## src/rtl/cse_x25_axilite_master.sv

```systemverilog
// Single-outstanding AXI-Lite master: turns a simple valid/ready request into one
// AXI-Lite write or read, then returns the captured response on a valid/ready port.
module cse_x25_axilite_master #(
  parameter int axi_addr_width_p = 32,
  parameter int axi_data_width_p = 32
) (
  input  logic                        clk_i,
  input  logic                        reset_i,

  input  logic                        req_valid_i,
  output logic                        req_ready_o,
  input  logic                        req_we_i,
  input  logic [axi_addr_width_p-1:0] req_addr_i,
  input  logic [axi_data_width_p-1:0] req_data_i,

  output logic                        rsp_valid_o,
  input  logic                        rsp_ready_i,
  output logic [axi_data_width_p-1:0] rsp_data_o,
  output logic [1:0]                  rsp_resp_o,
  output logic                        rsp_err_o,
  output logic                        rsp_we_o,

  output logic [axi_addr_width_p-1:0] axi_awaddr_o,
  output logic                        axi_awvalid_o,
  input  logic                        axi_awready_i,
  output logic [axi_data_width_p-1:0] axi_wdata_o,
  output logic                        axi_wvalid_o,
  input  logic                        axi_wready_i,
  input  logic [1:0]                  axi_bresp_i,
  input  logic                        axi_bvalid_i,
  output logic                        axi_bready_o,
  output logic [axi_addr_width_p-1:0] axi_araddr_o,
  output logic                        axi_arvalid_o,
  input  logic                        axi_arready_i,
  input  logic [axi_data_width_p-1:0] axi_rdata_i,
  input  logic [1:0]                  axi_rresp_i,
  input  logic                        axi_rvalid_i,
  output logic                        axi_rready_o
);

  typedef enum logic [2:0] {
    IDLE,
    WR_ADDR_DATA,
    WR_RESP,
    RD_ADDR,
    RD_DATA,
    RESP
  } state_e;

  state_e                      state_q, state_d;
  logic                        we_q, we_d;
  logic [axi_addr_width_p-1:0] addr_q, addr_d;
  logic [axi_data_width_p-1:0] wdata_q, wdata_d;
  logic                        aw_pend_q, aw_pend_d;
  logic                        w_pend_q, w_pend_d;
  logic [axi_data_width_p-1:0] rsp_data_q, rsp_data_d;
  logic [1:0]                  rsp_resp_q, rsp_resp_d;
  logic                        aw_done, w_done;

  always_ff @(posedge clk_i) begin
    if (reset_i) begin
      state_q    <= IDLE;
      we_q       <= 1'b0;
      addr_q     <= '0;
      wdata_q    <= '0;
      aw_pend_q  <= 1'b0;
      w_pend_q   <= 1'b0;
      rsp_data_q <= '0;
      rsp_resp_q <= 2'b00;
    end else begin
      state_q    <= state_d;
      we_q       <= we_d;
      addr_q     <= addr_d;
      wdata_q    <= wdata_d;
      aw_pend_q  <= aw_pend_d;
      w_pend_q   <= w_pend_d;
      rsp_data_q <= rsp_data_d;
      rsp_resp_q <= rsp_resp_d;
    end
  end

  always_comb begin
    state_d       = state_q;
    we_d          = we_q;
    addr_d        = addr_q;
    wdata_d       = wdata_q;
    aw_pend_d     = aw_pend_q;
    w_pend_d      = w_pend_q;
    rsp_data_d    = rsp_data_q;
    rsp_resp_d    = rsp_resp_q;
    req_ready_o   = 1'b0;
    rsp_valid_o   = 1'b0;
    axi_awvalid_o = 1'b0;
    axi_wvalid_o  = 1'b0;
    axi_bready_o  = 1'b0;
    axi_arvalid_o = 1'b0;
    axi_rready_o  = 1'b0;
    aw_done       = 1'b0;
    w_done        = 1'b0;

    case (state_q)
      IDLE: begin
        req_ready_o = !reset_i;
        if (req_valid_i) begin
          we_d      = req_we_i;
          addr_d    = req_addr_i;
          wdata_d   = req_we_i ? req_data_i : '0;
          aw_pend_d = req_we_i;
          w_pend_d  = req_we_i;
          state_d   = req_we_i ? WR_ADDR_DATA : RD_ADDR;
        end
      end

      // AW and W complete independently; each pending flag drops after its own handshake.
      WR_ADDR_DATA: begin
        axi_awvalid_o = aw_pend_q;
        axi_wvalid_o  = w_pend_q;
        aw_done       = !aw_pend_q || axi_awready_i;
        w_done        = !w_pend_q || axi_wready_i;
        if (aw_pend_q && axi_awready_i) aw_pend_d = 1'b0;
        if (w_pend_q && axi_wready_i)   w_pend_d  = 1'b0;
        if (aw_done && w_done) state_d = WR_RESP;
      end

      WR_RESP: begin
        axi_bready_o = 1'b1;
        if (axi_bvalid_i) begin
          rsp_resp_d = axi_bresp_i;
          rsp_data_d = '0;
          state_d    = RESP;
        end
      end

      RD_ADDR: begin
        axi_arvalid_o = 1'b1;
        if (axi_arready_i) state_d = RD_DATA;
      end

      RD_DATA: begin
        axi_rready_o = 1'b1;
        if (axi_rvalid_i) begin
          rsp_data_d = axi_rdata_i;
          rsp_resp_d = axi_rresp_i;
          state_d    = RESP;
        end
      end

      RESP: begin
        rsp_valid_o = 1'b1;
        if (rsp_ready_i) state_d = IDLE;
      end

      default: state_d = IDLE;
    endcase
  end

  assign axi_awaddr_o = addr_q;
  assign axi_araddr_o = addr_q;
  assign axi_wdata_o  = wdata_q;
  assign rsp_data_o   = rsp_data_q;
  assign rsp_resp_o   = rsp_resp_q;
  assign rsp_err_o    = rsp_resp_q[1];
  assign rsp_we_o     = we_q;

endmodule

```

## config.mk

```make
export PLATFORM = sky130hd
export DESIGN_NAME = cse_x25_axilite_master
export DESIGN_NICKNAME = d
export VERILOG_FILES = /design/src/rtl/cse_x25_axilite_master.sv
export SDC_FILE = /design/constraint.sdc
export NUM_CORES = 1
export LEC_CHECK = 0
export BUFFER_PORTS_ARGS = -buffer_cell sky130_fd_sc_hd__buf_2
export CORE_UTILIZATION = 42
export CTS_CLUSTER_SIZE = 10
export DETAILED_ROUTE_END_ITERATION = 8
export PLACE_DENSITY_LB_ADDON = 0.25
export SYNTH_ARGS = -nofsm -noshare
export SYNTH_HDL_FRONTEND = slang
export SYNTH_SLANG_ARGS = --single-unit
```

## constraint.sdc

```tcl
create_clock -name clk_i -period 4 [get_ports clk_i]
set_input_delay 1 -clock clk_i [delete_from_list [all_inputs] [get_ports clk_i]]
set_output_delay 1 -clock clk_i [all_outputs]
set_load 0.01 [all_outputs]
```

Word level (Yosys, flattened, before mapping):

Cells that the tools add are included.

* eq/ne operators: 13
* multiplexer cells: 27
* reduce and logical (&&, ||, !) cells: 16

Operators with widths (number)
* $mux 32: 3
* $pmux 32 s2: 1
* $mux 3: 6
* $pmux 3 s6: 1
* $ne 2x2->1 const B: 8
* $mux 1: 10
* $reduce_and 3->1: 3
* $eq 3x2->1 const B: 2
* $eq 3x3->1 const B: 2
* $mux 2: 3
* $reduce_and 6->1: 1
* $pmux 1 s2: 2
* $pmux 2 s2: 1
* $reduce_bool 2->1: 2
* $eq 3x1->1 const B: 1
* $logic_and 1x1->1: 3
* $logic_not 1->1: 3
* $logic_not 3->1: 1
* $logic_or 1x1->1: 2
* $reduce_and 2->1: 1

* register bits after elaboration: 104
* input bits: 110
* output and inout bits: 139
* logic and storage cells: 64

Longest topological paths before layout:

* depth in word-level cells: 5
* mapped depth: 7
* depth with buffers taken out: 4

Least setup slack after synthesis:

Ideal clock, no wire load.

* path type: input to output
* start: input port reset_i
* end: output port req_ready_o
* data arrival time: 1698 ps
* data required time: 3000 ps
* path slack: 1302 ps
* cell stages on the path: 3
* buffers on the path: 2
* path through: clkbuf_1 -> clkbuf_1 -> nor4_1

* longest elaborated chain between the ends: 2

RTL lines
* start: declaration: RTL line 8 `input logic reset_i,`
* $logic_not 1->1: RTL line 103 `req_ready_o = !reset_i;`
* $mux 1: RTL line 101 `case (state_q)`
* end: declaration: RTL line 11 `output logic req_ready_o,`

No other way between the ends.

Final worst setup path:

* start: register state_q[2]
* end: output port axi_rready_o

* longest elaborated chain between the ends: 2

RTL lines
* start: declaration: RTL line 50 `state_e state_q, state_d;`
* start signal: assignment: RTL line 71 `state_q <= state_d;`
* $eq 3x3->1: RTL line 101
* $mux 1: RTL line 101
* end: declaration: RTL line 38 `output logic axi_rready_o`

No other way between the ends.

==> summary.txt <==
Run status
  • Status: finished, final reports clean

Timing
  • Post-layout min period: 3.05 ns
  • RSZ-0062 raised after global routing: false
  • Final setup TNS: 0 ns
  • Final hold violation count: 0
  • Ratio of final minimum period to clock period: 76.1%
  • Max Clk Rate: 328 MHz
  • Clock Skew: 0.00683 ns
  • Slew headroom: 30.8%
  • Least-Margin Pin Slew: 1.04 ns
  • Setup violators final: 0
  • Max-slew violations: 0

Final layout
  • Antenna diodes: 0
  • Layout Nets: 814
  • Non-Filler Cell Area, Final: 5370 um^2
  • Final core utilization: 54.7%
  • Layout cells sized above 1: 38.8%
  • Layout area overhead: 26.2%

Power and ir drop
  • Worst VDD drop: 0.308 mV
  • Pleak: 2.53 nW
  • Clk network pwr share: 21.3%
  • Flop pwr share: 44.7%
  • Pwr Density: 540 nW/um^2
  • Sw power: 1.09 mW
  • Logic pwr share: 34.0%
  • Cell-internal power: 1.81 mW
  • Switching part of the total power: 37.6%

CTS
  • Clock slew at reported path FFs: 0.09 ns
  • Deepest clock path buffer count: 2
  • CTS tree: done
  • CTS HTree Levels: 3
  • Clk_lat worst skew: 0.36 ns
  • CTS Buf Count: 9
  • Cts-stage hold buffer count: 0
  • CTS Root Cell: clkbuf_8
  • Num Clock Sinks: 104
  • Setup Fix Bufs, Post-CTS: 0
  • Post-CTS sizing: 0

Floorplan
  • Io pins: 249
  • Die area: 10500 um^2
  • Initial Util: 43.3%
  • Die height: 103 um
  • Core ar.: 9820 um^2
  • DIE WIDTH: 103 um
  • Row count: 36

Yosys
  • Post-synth EDFFs: 0
  • Post-Syn Instances: 517
  • Synth warn: 0
  • Async SR Flop Fraction: 0%
  • Synthesis-stage register bit count: 104
  • Net count after synthesis: 627
  • Avg Inst Size Synth: 8.23 um^2
  • Netlist cell types: 34
  • Primary FF master, synth: dfxtp_1
  • Post-synthesis sequential area ratio: 48.9%
  • Synth Cell Area: 4260 um^2

GRT
  • First-pass GRT wire length: 17100 um
  • Largest net degree at the start of global routing: 66
  • Vias in the first global route: 3679
  • GRT Util Overall: 20.9%
  • Initial antenna violation count: 0
  • Total grt overflow: 0

Setup path
  • Startpoint Class: flop
  • Critical path data arrival time: 2.05 ns
  • Crit-path slowest cell: dfxtp_1
  • Critical path class: flop to output port
  • Reg-to-reg critical path startpoint: state_q[0]
  • CP endpoint kind: output port
  • CP required: 3.00 ns
  • CP Cell Sequence: nand2b_4, nor2_4, buf_2
  • Crit. Startpoint: state_q[2]
  • Slowest stage delay, CP: 0.66 ns
  • Crit-path max FO: 35

Routing
  • Router iterations before antenna repair: 4
  • Post-DRT Antenna Nets: 0
  • DRC: 0
  • Via count: 4125
  • Routed wire per std cell: 13.7 um
  • DRT iter0 DRCs: 119
  • Final WL: 11500 um
  • DR vias/cell: 4.91

Hold path
  • Hold crit path type: flop to flop
  • Hold Startpoint: axi_wdata_o[18]

Job
  • Max_cap viols: 0

Placed design
  • Port bufs: 248
  • Dpl hpwl: 7960 um
  • DP Area: 5200 um^2
  • Final Wtd Congestion: 0.799
==> Yosys cell counts (2+ instances only) <==
cell type	instances	area share (%)
buf_4	40	7.1
nor2_1	5	0.44
nand3_1	65	7.6
o21ai_0	4	0.47
dfxtp_1	104	49
clkbuf_1	18	1.6
nand2_1	131	12
mux2i_1	3	0.71
a21oi_1	99	12
nand3b_4	2	0.94
nand2b_4	2	0.65
and3_1	3	0.44
a211oi_1	2	0.35
buf_2	10	1.2
nor2b_1	4	0.59
buf_6	7	1.9
==> worst max-delay path, delay by kind of cell, from the launching register on <==
| family | cells | cell delay [ns] |
|---|---|---|
| buffers and inverters | 1 | 0.26 |
| DFF | 1 | 0.66 |
| and+or+nand+nor | 2 | 0.76 |
==> power by group through the flow <==
| stage | Clock, mW | Combinational (mW) | Sequential, mW |
|---|---|---|---|
| finish | 0.617 | 0.986 | 1.30 |
| global route | 0.680 | 1.10 | 1.33 |
| CTS | 0.638 | 0.995 | 1.30 |
| detailed placement | 0 | 0.993 | 1.32 |
| global placement | 0 | 0.975 | 1.31 |
| floorplan | 0 | 0.788 | 1.33 |
==> routing by layer <==
layer | routed length (um) | share of wire (%) | vias to the layer above | track usage (%)
li1 | - | - | 2064 | -
met1 | 4860 | 42 | 1875 | 24.8
met2 | 5540 | 48 | 165 | 35.1
met3 | 820 | 7.1 | 21 | 5.22
met4 | 269 | 2.3 | 0 | 10.2
met5 | 0 | 0 | - | 0
==> kinds of logic (layout without fill, tap and decap cells) <==
kind of cell | Yosys count | in the layout | share of synthesized area [%]
AOI/OAI and AO/OA | 116 | 116 | 14.8
buffers and inverters | 76 | 266 | 11.8
DFF | 104 | 104 | 48.9
muxes | 4 | 4 | 0.970
and+or+nand+nor | 217 | 217 | 23.5
==> sequential cells by signal (all words and copies together) (netlist names) <==
signal	count
axi_wdata_o	32
rsp_we_o	1
state_q	3
rsp_data_o	32
rsp_resp_o	2
axi_araddr_o	32
w_pend_q	1
aw_pend_q	1
==> cell usage in the layout (no fill, tap or decap), types with 2 or more instances in the layout <==
cell type,synthesis,layout
nor2_1,5,5
nand2b_4,2,2
buf_4,40,4
nand3b_4,2,2
clkbuf_1,18,2
dfxtp_1,104,104
mux2i_1,3,3
a211oi_1,2,2
clkbuf_8,0,9
nor2b_1,4,4
o21ai_0,4,4
and3_1,3,3
clkinvlp_4,0,2
nand2_1,131,131
a21oi_1,99,99
buf_2,10,247
nand3_1,65,64
==> path summary, 6_finish.rpt <==
check	cells past startpoint	end	slack, ns
hold reg to reg	2	axi_wdata_o[18]	0.45
setup reg to reg	5	axi_araddr_o[31]	1.59
setup / recovery	3	axi_rready_o	0.95
hold / removal	2	axi_wdata_o[18]	0.45
==> per-stage QoR <==
| step | std cells | total power, mW | setup slack, ns | hold WS (ns) |
|---|---|---|---|---|
| global placement | 826 | 2.29 | 1.26 | 0.435 |
| global route | 840 | 3.11 | 0.787 | 0.478 |
| finish | 840 | 2.90 | 0.955 | 0.451 |
| detailed placement | 826 | 2.32 | 1.27 | 0.441 |
| floorplan | 517 | 2.12 | 1.30 | 0.449 |
| CTS | 840 | 2.93 | 0.952 | 0.453 |
==> cell type report <==
type | instances | area, um^2
Inverter | 1 | 3.75
Multi-Input combinational cell | 337 | 1680
Sequential cell | 104 | 2080
Clock buffer | 11 | 131
Timing Repair Buffer | 251 | 1270
Clock inverter | 3 | 45.0
Fill cell | 984 | 4450
Tap cell | 133 | 166
Note: power is estimated with default switching activity, not from simulation.
